## config.mk

```make
export PLATFORM = sky130hd
export DESIGN_NAME = usb_poll_scheduler
export DESIGN_NICKNAME = d
export VERILOG_FILES = /design/src/rtl/usb_sched_pkg.sv /design/src/rtl/usb_frame_timer.sv /design/src/rtl/usb_poll_scheduler.sv
export SDC_FILE = /design/constraint.sdc
export NUM_CORES = 1
export LEC_CHECK = 0
export CORE_MARGIN = 5
export CORE_UTILIZATION = 49
export DETAILED_ROUTE_END_ITERATION = 7
export GPL_TIMING_DRIVEN = 0
export PLACE_DENSITY_LB_ADDON = 0.08
export SETUP_SLACK_MARGIN = 0.3
export SKIP_LAST_GASP = 1
export SYNTH_ARGS = -nofsm -noshare
export SYNTH_HDL_FRONTEND = slang
export SYNTH_SLANG_ARGS = --single-unit
export TNS_END_PERCENT = 20
```

## constraint.sdc

```tcl
create_clock -name clk -period 2.4 [get_ports clk]
set_clock_uncertainty 0.2 [all_clocks]
set_input_delay 0.48 -clock clk [delete_from_list [all_inputs] [get_ports clk]]
set_output_delay 0.48 -clock clk [all_outputs]
set_load 0.02 [all_outputs]
```

## src/rtl/usb_sched_pkg.sv

```systemverilog
// Shared types and constants for the interrupt-IN poll scheduler.
package usb_sched_pkg;

    // Width of the consecutive-error counter
    localparam int ERR_CNT_W = 4;

    // Result code reported by the transaction engine together with xfer_done_i
    typedef enum logic [1:0] {
        DATA_ACK = 2'd0,
        NAK      = 2'd1,
        STALL    = 2'd2,
        ERR      = 2'd3
    } xfer_result_e;

    // Scheduler states
    typedef enum logic [2:0] {
        ST_IDLE       = 3'd0,
        ST_WAIT_FRAME = 3'd1,
        ST_REQ        = 3'd2,
        ST_BUSY       = 3'd3,
        ST_HALT       = 3'd4
    } sched_state_e;

endpackage

```

## src/rtl/usb_frame_timer.sv

```systemverilog
// Free-running 1 ms frame timer; sof_o marks the last cycle of each frame.
module usb_frame_timer #(
    parameter int CLK_PER_MS = 60000
) (
    input  logic clk,
    input  logic rst,
    output logic sof_o
);

    localparam int CNT_W = (CLK_PER_MS > 1) ? $clog2(CLK_PER_MS) : 1;
    localparam logic [CNT_W-1:0] LAST = CNT_W'(CLK_PER_MS - 1);

    logic [CNT_W-1:0] cnt;

    // Count 0..CLK_PER_MS-1 and wrap, independent of scheduler state
    always_ff @(posedge clk or posedge rst) begin
        if (rst) begin
            cnt <= '0;
        end else if (cnt == LAST) begin
            cnt <= '0;
        end else begin
            cnt <= cnt + 1'b1;
        end
    end

    assign sof_o = (cnt == LAST);

endmodule

```

## src/rtl/usb_poll_scheduler.sv

```systemverilog
// Periodic interrupt-IN poll scheduler: frame pacing, request handshake,
// result interpretation, DATA0/DATA1 toggle tracking, retry and halt policy.
module usb_poll_scheduler
    import usb_sched_pkg::*;
#(
    parameter int CLK_PER_MS  = 60000,
    parameter int MAX_ERR     = 3,
    parameter int TIMEOUT_CYC = 1024
) (
    input  logic                 clk,
    input  logic                 rst,
    input  logic                 host_connect_i,
    input  logic                 enable_i,
    input  logic                 clear_halt_i,
    input  logic [6:0]           dev_addr_i,
    input  logic [3:0]           ep_i,
    input  logic [7:0]           interval_i,
    output logic                 xfer_req_o,
    input  logic                 xfer_ack_i,
    output logic [6:0]           xfer_addr_o,
    output logic [3:0]           xfer_ep_o,
    input  logic                 xfer_done_i,
    input  logic [1:0]           xfer_result_i,
    input  logic                 rx_toggle_i,
    output logic                 sof_o,
    output logic                 report_valid_o,
    output logic                 halted_o,
    output logic [ERR_CNT_W-1:0] err_count_o
);

    localparam int WD_W = $clog2(TIMEOUT_CYC) + 1;
    localparam logic [WD_W-1:0]      WD_LAST  = WD_W'(TIMEOUT_CYC - 1);
    localparam logic [ERR_CNT_W-1:0] ERR_LIM  = ERR_CNT_W'(MAX_ERR);
    localparam logic [ERR_CNT_W-1:0] ERR_TOP  = '1;

    // Error counter increment that sticks at all-ones instead of wrapping
    function automatic logic [ERR_CNT_W-1:0] err_sat_inc(input logic [ERR_CNT_W-1:0] e);
        return (e == ERR_TOP) ? e : e + 1'b1;
    endfunction

    sched_state_e           state, next_state;
    xfer_result_e           result;
    logic [7:0]             fcnt;
    logic [7:0]             interval_load;
    logic                   exp_toggle;
    logic                   rv_q;
    logic [WD_W-1:0]        wd;
    logic                   done_evt;
    logic                   timeout_evt;
    logic [ERR_CNT_W-1:0]   err_next;
    logic                   err_halt;

    usb_frame_timer #(
        .CLK_PER_MS (CLK_PER_MS)
    ) u_frame_timer (
        .clk   (clk),
        .rst   (rst),
        .sof_o (sof_o)
    );

    assign result        = xfer_result_e'(xfer_result_i);
    assign interval_load = (interval_i == 8'd0) ? 8'd1 : interval_i;
    assign done_evt      = (state == ST_BUSY) && xfer_done_i;
    assign timeout_evt   = (state == ST_BUSY) && !xfer_done_i && (wd == WD_LAST);
    assign err_next      = err_sat_inc(err_count_o);
    assign err_halt      = (err_next >= ERR_LIM);

    // State register
    always_ff @(posedge clk or posedge rst) begin
        if (rst) begin
            state <= ST_IDLE;
        end else begin
            state <= next_state;
        end
    end

    // Next-state logic; disconnect overrides every other event
    always_comb begin
        next_state = state;
        if (!host_connect_i) begin
            next_state = ST_IDLE;
        end else begin
            case (state)
                ST_IDLE: begin
                    if (enable_i) next_state = ST_WAIT_FRAME;
                end
                ST_WAIT_FRAME: begin
                    if (!enable_i)                   next_state = ST_IDLE;
                    else if (sof_o && fcnt <= 8'd1)  next_state = ST_REQ;
                end
                ST_REQ: begin
                    if (xfer_ack_i) next_state = ST_BUSY;
                end
                ST_BUSY: begin
                    if (done_evt) begin
                        case (result)
                            STALL:   next_state = ST_HALT;
                            ERR:     next_state = err_halt ? ST_HALT :
                                                  (enable_i ? ST_WAIT_FRAME : ST_IDLE);
                            default: next_state = enable_i ? ST_WAIT_FRAME : ST_IDLE;
                        endcase
                    end else if (timeout_evt) begin
                        next_state = err_halt ? ST_HALT :
                                     (enable_i ? ST_WAIT_FRAME : ST_IDLE);
                    end
                end
                ST_HALT: begin
                    if (clear_halt_i) next_state = ST_WAIT_FRAME;
                end
                default: next_state = ST_IDLE;
            endcase
        end
    end

    // Outputs; request and report are gated off combinationally on disconnect
    always_comb begin
        xfer_req_o     = (state == ST_REQ) && host_connect_i;
        report_valid_o = rv_q && host_connect_i;
        halted_o       = (state == ST_HALT);
    end

    // Scheduler bookkeeping: frame countdown, toggle, errors, watchdog, target
    always_ff @(posedge clk or posedge rst) begin
        if (rst) begin
            fcnt        <= 8'd1;
            exp_toggle  <= 1'b0;
            err_count_o <= '0;
            rv_q        <= 1'b0;
            wd          <= '0;
            xfer_addr_o <= '0;
            xfer_ep_o   <= '0;
        end else if (!host_connect_i) begin
            exp_toggle <= 1'b0;
            rv_q       <= 1'b0;
            wd         <= '0;
        end else begin
            rv_q <= 1'b0;

            // Target is latched only when entering REQ so it is stable for the engine
            if (next_state == ST_REQ && state != ST_REQ) begin
                xfer_addr_o <= dev_addr_i;
                xfer_ep_o   <= ep_i;
            end

            case (state)
                ST_IDLE: begin
                    if (enable_i) begin
                        fcnt        <= 8'd1;
                        exp_toggle  <= 1'b0;
                        err_count_o <= '0;
                    end
                end
                ST_WAIT_FRAME: begin
                    if (enable_i && sof_o && fcnt > 8'd1) begin
                        fcnt <= fcnt - 8'd1;
                    end
                end
                ST_REQ: begin
                    wd <= '0;
                end
                ST_BUSY: begin
                    wd <= wd + 1'b1;
                    if (done_evt) begin
                        case (result)
                            DATA_ACK: begin
                                err_count_o <= '0;
                                fcnt        <= interval_load;
                                // A repeated toggle is a retransmitted duplicate: drop it
                                if (rx_toggle_i == exp_toggle) begin
                                    exp_toggle <= ~exp_toggle;
                                    rv_q       <= 1'b1;
                                end
                            end
                            NAK: begin
                                fcnt <= 8'd1;
                            end
                            ERR: begin
                                err_count_o <= err_next;
                                fcnt        <= 8'd1;
                            end
                            default: ;
                        endcase
                    end else if (timeout_evt) begin
                        err_count_o <= err_next;
                        fcnt        <= 8'd1;
                    end
                end
                ST_HALT: begin
                    if (clear_halt_i) begin
                        err_count_o <= '0;
                        exp_toggle  <= 1'b0;
                        fcnt        <= 8'd1;
                    end
                end
                default: ;
            endcase
        end
    end

endmodule

```

==> results of run 1 <==
[flip-flops by register name, indices dropped and copies added, names as in the netlist]
signal	flops
err_count_o	4
rv_q	1
fcnt	8
wd	11
xfer_ep_o	4
exp_toggle	1
xfer_addr_o	7
state	3
u_frame_timer.cnt	16
[routing by layer]
metal,track usage [%],vias to the layer above
li1,-,1405
met1,26.9,1419
met2,32.2,101
met3,3.51,19
met4,7.20,0
met5,0,-
[cell usage after synthesis (all sizes together) (3+ instances only)]
| master | instances |
|---|---|
| dfrtp | 54 |
| nand2 | 30 |
| nor2 | 26 |
| o21ai | 24 |
| a21oi | 17 |
| nor3 | 15 |
| inv | 14 |
| mux2 | 13 |
| xor2 | 11 |
| clkbuf | 9 |
| ha | 9 |
| nand3 | 9 |
| nand4 | 8 |
| a31oi | 7 |
| or3 | 6 |
| xnor2 | 6 |
| o31ai | 5 |
| and2 | 4 |
| o211ai | 4 |
| a22oi | 3 |
| and4 | 3 |
| buf | 3 |
| nand2b | 3 |
| nor3b | 3 |
| nor4 | 3 |
[final cells by class]
class	instances	area, µm²	area share, %
plain buffers	12	130	2.97
inverters	14	56.3	1.29
clock buffers	7	86.3	1.97
clock inverters	1	8.76	0.200
well taps	77	96.3	2.20
flip-flops and latches	55	1380	31.5
multi-input cells	252	1850	42.3
repair buffers	83	767	17.5
[power by group]
| part | leakage, nW | total, mW | internal [mW] | switching, mW |
|---|---|---|---|---|
| combinational | 1.10 | 0.330 | 0.162 | 0.167 |
| clock | 0.0484 | 0.552 | 0.237 | 0.315 |
| sequential | 0.746 | 0.961 | 0.944 | 0.0174 |
[logic make-up (layout without fill, tap and decap cells)]
logic type / Yosys count / in the layout / share of synthesized area, %
buffers and inverters: 26 / 117 / 3.61
AND/OR/NAND/NOR: 129 / 129 / 22.2
flip-flops: 55 / 55 / 43.7
multiplexers: 15 / 15 / 5.51
adder cells (fa/ha/maj): 9 / 9 / 3.57
XOR/XNOR: 17 / 17 / 4.72
AO/OA/AOI/OAI: 82 / 82 / 16.7
[through the flow]
step	hold slack [ps]	TNS, ps	area [µm²]
after floorplan	234	-91.5	3160
after global placement	260	-50250	3720
after detailed placement	263	-14270	3740
after CTS	287	-1370	4180
after global routing	305	-1180	4380
final	278	-352	4380
[worst min-delay path by stage]
stage | startpoint | to | slack [ps] | cells after the start
floorplan | u_frame_timer.cnt[15]$_DFF_PP0_ | u_frame_timer.cnt[15]$_DFF_PP0_ | 230 | 1
global placement | u_frame_timer.cnt[15]$_DFF_PP0_ | u_frame_timer.cnt[15]$_DFF_PP0_ | 260 | 1
detailed placement | u_frame_timer.cnt[15]$_DFF_PP0_ | u_frame_timer.cnt[15]$_DFF_PP0_ | 260 | 1
CTS | u_frame_timer.cnt[15]$_DFF_PP0_ | u_frame_timer.cnt[15]$_DFF_PP0_ | 290 | 1
global route | u_frame_timer.cnt[15]$_DFF_PP0_ | u_frame_timer.cnt[15]$_DFF_PP0_ | 300 | 1
finish | u_frame_timer.cnt[15]$_DFF_PP0_ | u_frame_timer.cnt[15]$_DFF_PP0_ | 280 | 1
[repair_timing]
action,CTS,global route
setup buffers,22,12
pin swaps,12,7
setup endpoints to repair,51,36
resized for setup,61,22
cloned,0,1
==> key figures, run 1 <==
Run status
  • Status: finished with violations
  • Failing checks: setup timing

Worst setup path
  • Crit end category: flip-flop
  • Critical path's top delay family: simple AND/OR/NAND/NOR gates
  • CP max FO: 7
  • Worst EP required: 2410 ps
  • Crit path DAT: 2510 ps
  • Worst r2r src: wd[1]$_DFFE_PP0P_
  • Crit path kind: in2reg
  • Setup crit start kind: input port
  • Slowest cell on crit path: clkdlybuf4s50_1
  • R2r setup slk: -70 ps
  • Worst path buffer plus inverter count: 2
  • Max incr delay on CP: 550 ps
  • Worst reg2reg path depth: 8
  • Crit path depth: 7
  • Critical Path Start: xfer_done_i
  • Crit path to: fcnt[4]$_DFFE_PP0P_
  • CP Cell Sequence: clkdlybuf4s50_1 -> and4b_1 -> nand2_1 -> o211ai_1 -> or3_4 -> buf_6 -> mux2_4
  • Worst R2R End: fcnt[4]$_DFFE_PP0P_

STA
  • Worst slew pin tran: 592 ps
  • Rel. slew slack: 60.5%
  • Final Critical Period: about 2500 ps
  • Final Slew Violations: 0
  • Hold Vio Cnt, Final: 0
  • Setup ws final: -101 ps
  • Final Cycle Share: 104%
  • Setup Viol. Count Final: 6
  • RSZ-0062 raised after global routing: yes
  • Fmax: around 400 MHz

Synthesis
  • Synth unique cells: 62
  • Synthesis warning total: 0
  • Syn Area/Cell: 9.47 µm²
  • EDFF count, synth: 0
  • #FFs+latches synth: 55
  • Cells after Synth: around 330
  • Area of the mapped netlist: 0.00315 mm²
  • Largest area contributor in the netlist: dfrtp_1
  • Net Count, Synth: 371
  • Yosys top cell area share: about 43%
  • Ys flop type: dfrtp_1
  • Ys async rst share: 100%
  • Leading post-synthesis cells by cell area: dfrtp_1, ha_1, mux2_1, nand2_1, o21ai_0
  • Sequential area share after synthesis: 43.7%

Clock network
  • Clock slew at reported path FFs: 100 ps
  • Worst skew pair latency: 320 ps
  • H-tree depth: 2
  • Cts bufs inserted: 5
  • Clock Path Buffers: 2
  • Root Driver: clkbuf_8
  • Hold_buf cts: 0
  • Clock sink count: 55
  • CTS tree: done

Pwr
  • Total Power: 1.84 mW
  • Leak: 1.90 nW
  • PwrDens: 421 mW/mm²
  • Worst VDD drop: roughly 0.32 mV

Finish
  • Most frequent cells in the layout: dfrtp_1, clkdlybuf4s50_1, buf_4
  • Share of cells above drive strength 1: 22.9%
  • Finished Layout Cells: 501
  • Synthesis-to-layout area growth: 38.7%
  • Commonest non-fill, non-tap cell in the layout: dfrtp_1
  • Final core occ: 69.3%
  • Number of nets in the layout: approximately 460
  • Layout fillers: between 500 and 600
  • Inserted Diodes: 0

Detailed routing
  • Vias/cell: 5.88
  • Met1 Wirelength: approximately 3700 µm
  • Remaining DRCs: 0
  • Via count: 2944
  • Met2 Routed Length: 4090 µm
  • Wirelength per Cell: about 17 µm
  • Drt pass-1 iters: 6
  • Initial DRC count: 196
  • Post-route ant nets: 0
  • Uppermost layer routed: met4
  • Wire length on met3: between 400 and 500 µm
  • Final wirelength: around 8400 µm

Global routing
  • Initial antenna violation count: 0
  • Total track usage: between 10% and 20%
  • Largest net degree at the start of global routing: 31
  • First-pass GRT wire length: 13600 µm
  • Gr ovfl total: 0
  • Vias in the first global route: around 2800

Run
  • MaxCap Viol Count: 0

Die
  • Width of the die: 90.2 µm
  • Die H: 90.2 µm
  • DIE AREA: 0.00814 mm²
  • Initial Utilization: 50.0%
  • Top Ports: 48
  • Rows: 29
  • Core Footprint: 0.00631 mm²

Placement
  • Final GP Congestion: about 0.85
  • IO Port Bufs: between 40 and 50
  • Detail Placement HPWL: 5460 µm
  • Post-placement setup slack: -837 ps
  • Inst Count DP: 458

Worst hold path
  • Worst hold path type: reg2reg
(Power assumes the default switching activity.)
==> inputs of run 2 (changes only) <==
--- a/config.mk
+++ b/config.mk
@@ -8,6 +8,7 @@
 export CORE_MARGIN = 5
 export CORE_UTILIZATION = 49
 export DETAILED_ROUTE_END_ITERATION = 7
+export GPL_ROUTABILITY_DRIVEN = 0
 export GPL_TIMING_DRIVEN = 0
 export PLACE_DENSITY_LB_ADDON = 0.08
 export SETUP_SLACK_MARGIN = 0.3
==> results of run 2 <==
Final layout, timing and power as in run 1 (identical DEF).
==> inputs of run 3 (changes only) <==
--- a/config.mk
+++ b/config.mk
@@ -13,7 +13,9 @@
 export PLACE_DENSITY_LB_ADDON = 0.08
 export SETUP_SLACK_MARGIN = 0.3
 export SKIP_LAST_GASP = 1
+export SLEW_MARGIN = 20
 export SYNTH_ARGS = -nofsm -noshare
 export SYNTH_HDL_FRONTEND = slang
+export SYNTH_HIERARCHICAL = 1
 export SYNTH_SLANG_ARGS = --single-unit
 export TNS_END_PERCENT = 20
==> run 3 against run 2 <==
  * The run still ends with setup timing left
  * Total power is 4.2% lower
  * Global-route usage is 1.2 points lower
  * Worst setup slack worse by 170 ps
  * Clock-buffer cell count is 2 lower
  * Register-to-register slack worse by 200 ps
  * Sequential power hardly changed
  * Utilization is 2.2 points lower
  * Critical path depth is 1 higher
  * Synthesized cell count is 6.0% lower
  * Worst hold slack worse by 25 ps
  * Die area is 2.5% lower
==> key figures, run 3 <==
Finish
  • Synthesis-to-layout area growth: 31.1%
  • Storage cell area: between 0.001 and 0.0015 mm²
  • Most flops, register: u_frame_timer/cnt
  • Inserted Diodes: 0
  • Multi-input logic area: 0.00173 mm²
  • Final core occ: 67.1%
  • Layout fillers: 482
  • Commonest non-fill, non-tap cell in the layout: dfrtp_1
  • Max reg flops: 16
  • Largest regs: u_frame_timer/cnt x16, wd x11, fcnt x8
  • Number of nets in the layout: 424
  • Share of cells above drive strength 1: 20.2%
  • Most frequent cells in the layout: dfrtp_1, clkdlybuf4s50_1, nand2_1

Pwr
  • PwrDens: 440 mW/mm²
  • Seq pwr share: 54.4%
  • Power share of the clock group: between 30% and 40%
  • Comb pwr share: 15.3%
  • Sw power: between 0.4 and 0.5 mW
  • Sw Share: 27.7%
  • Total Power: 1.77 mW
  • Power Internal: 1.28 mW
  • Leak: 1.77 nW
  • Worst VDD drop: ~0.33 mV

Global routing
  • Largest net degree at the start of global routing: 27
  • First-pass GRT wire length: around 12000 µm
  • Total track usage: 18.8%
  • Initial antenna violation count: 0
  • Gr ovfl total: 0
  • Vias in the first global route: roughly 2600

Synthesis
  • Sequential area share after synthesis: 44.9%
  • Area of the mapped netlist: 0.00307 mm²
  • Top post-synthesis cells by count: dfrtp_1, nand2_1, nor2_1, o21ai_0
  • Largest area contributor in the netlist: dfrtp_1
  • Syn Area/Cell: 9.79 µm²
  • Most common cell in the netlist: dfrtp_1
  • Net Count, Synth: 351
  • Synthesis warning total: 6
  • Ys flop type: dfrtp_1
  • Yosys top cell area share: 44.1%
  • #FFs+latches synth: 55
  • Cells after Synth: 313
  • Synth unique cells: 56
  • EDFF count, synth: 0
  • Leading post-synthesis cells by cell area: dfrtp_1, mux2_2, ha_1, o21ai_0, nand2_1
  • Ys async rst share: 100%

STA
  • Fmax: 374 MHz
  • Worst slew pin tran: 618 ps
  • Total negative slack: -3080 ps
  • Hold Vio Cnt, Final: 0
  • Final Critical Period: 2670 ps
  • Rel. slew slack: 58.8%
  • Hold WS: between 200 and 300 ps
  • Setup Viol. Count Final: 22
  • RSZ-0062 raised after global routing: yes
  • Final Slew Violations: 0
  • Setup ws final: -272 ps
  • Final Cycle Share: 111%

Worst hold path
  • Worst hold path type: in2async

Worst setup path
  • CP Cell Sequence: or4b_4 -> nor4_4 -> buf_4 -> nand2_4 -> o21a_4 -> or3_4 -> buf_6 -> mux2_4
  • Crit path to: fcnt[4]$_DFFE_PP0P_
  • Setup crit start kind: flip-flop
  • Critical path's top delay family: simple AND/OR/NAND/NOR gates
  • Crit path depth: 8
  • Worst R2R End: fcnt[4]$_DFFE_PP0P_
  • R2r setup slk: -270 ps
  • Crit end category: flip-flop
  • Crit path DAT: about 2700 ps
  • Crit path kind: reg2reg
  • Worst reg2reg path depth: 8
  • Critical Path Start: u_frame_timer/cnt[10]$_DFF_PP0_
  • Worst r2r src: u_frame_timer/cnt[10]$_DFF_PP0_
  • Max incr delay on CP: approximately 510 ps
  • CP max FO: 7
  • Worst path buffer plus inverter count: 2
  • Slowest cell on crit path: or4b_4
  • Worst EP required: 2400 ps

Detailed routing
  • Via count: 2617
  • Initial DRC count: 99
  • Drt pass-1 iters: 5
  • Final wirelength: 7110 µm
  • Vias/cell: roughly 5.7
  • Wirelength per Cell: 15.4 µm
  • Post-route ant nets: 0
  • Remaining DRCs: 0

Clock network
  • Root Driver: clkbuf_8
  • Clock Path Buffers: 2
  • Worst skew pair latency: 320 ps
  • Hold_buf cts: 0
  • Clock slew at reported path FFs: 110 ps
  • Clock sink count: 55
  • CTS tree: done
  • Cts bufs inserted: 5
  • H-tree depth: 2

Die
  • Top Ports: 48
  • Rows: 28
  • DIE AREA: 0.00794 mm²
  • Die H: just under 90 µm
  • Initial Utilization: about half
  • Width of the die: 89.1 µm
  • Core Footprint: 0.00599 mm²

Run
  • MaxCap Viol Count: 0

Placement
  • Post-placement setup slack: -694 ps
  • Detail Placement HPWL: 5080 µm
  • IO Port Bufs: 47

Run status
  • Failing checks: setup timing
  • Status: finished with violations
-- run 3: power by group through the flow --
stage / registers (mW) / logic [mW] / clock network [mW]
final: 0.962 / 0.270 / 0.535
after global routing: 0.964 / 0.298 / 0.587
after CTS: 0.961 / 0.257 / 0.552
after detailed placement: 0.979 / 0.235 / 0
after global placement: 0.979 / 0.229 / 0
after floorplan: 0.975 / 0.146 / 0
-- run 3: worst register-to-register path: cells and delay by family, from the launching register on --
family	cells	cell delay (ps)
buffers and inverters	2	330
and+or+nand+nor	4	1100
DFF	1	450
muxes	1	290
AOI/OAI and AO/OA	1	210
-- run 3: per-layer routing --
metal	up-vias	GRT usage [%]	share of wire, %
li1	1301	-	-
met1	1242	25.8	45
met2	60	30.4	49
met3	14	3.50	4.7
met4	0	5.41	1.7
met5	-	0	0
-- run 3: worst min-delay path by stage --
stage                                            endpoint  slack (ps)  cells after the start
final                          xfer_addr_o[2]$_DFFE_PP0P_         250                      2
after global placement    u_frame_timer/cnt[15]$_DFF_PP0_         260                      1
after detailed placement  u_frame_timer/cnt[15]$_DFF_PP0_         290                      1
after floorplan            u_frame_timer/cnt[0]$_DFF_PP0_         190                      1
after CTS                        xfer_ep_o[2]$_DFFE_PP0P_         250                      2
after global routing           xfer_addr_o[2]$_DFFE_PP0P_         260                      2
-- run 3: per-stage QoR --
stage               area (µm²)  instances
floorplan                 3070        313
global placement          3630        435
detailed placement        3650        436
CTS                       3950        458
global route              4020        462
finish                    4020        462
-- run 3: cell type report --
class | instances | share of cell area [%]
multi-input combinational | 238 | 43.0
clock buffer | 5 | 1.71
buffer | 10 | 1.71
sequential | 55 | 34.3
inverter | 10 | 0.934
tap | 75 | 2.33
clock inverter | 3 | 0.560
timing repair buffer | 66 | 15.5
-- run 3: repair_timing --
| item | CTS | global route |
|---|---|---|
| gates resized for setup | 35 | 11 |
| gates cloned | 1 | 0 |
| setup endpoints to repair | 39 | 43 |
| buffers inserted | 13 | 4 |
| pin swaps | 3 | 5 |
-- run 3: logic make-up after synthesis --
kind of cell | Yosys count | share of synthesized area [%]
muxes | 18 | 6.69
adders and majority gates | 9 | 3.67
and+or+nand+nor | 130 | 23.1
xor gates and xnor gates | 16 | 4.57
AOI/OAI and AO/OA | 65 | 14.2
DFF | 55 | 44.9
buffers and inverters | 20 | 2.86
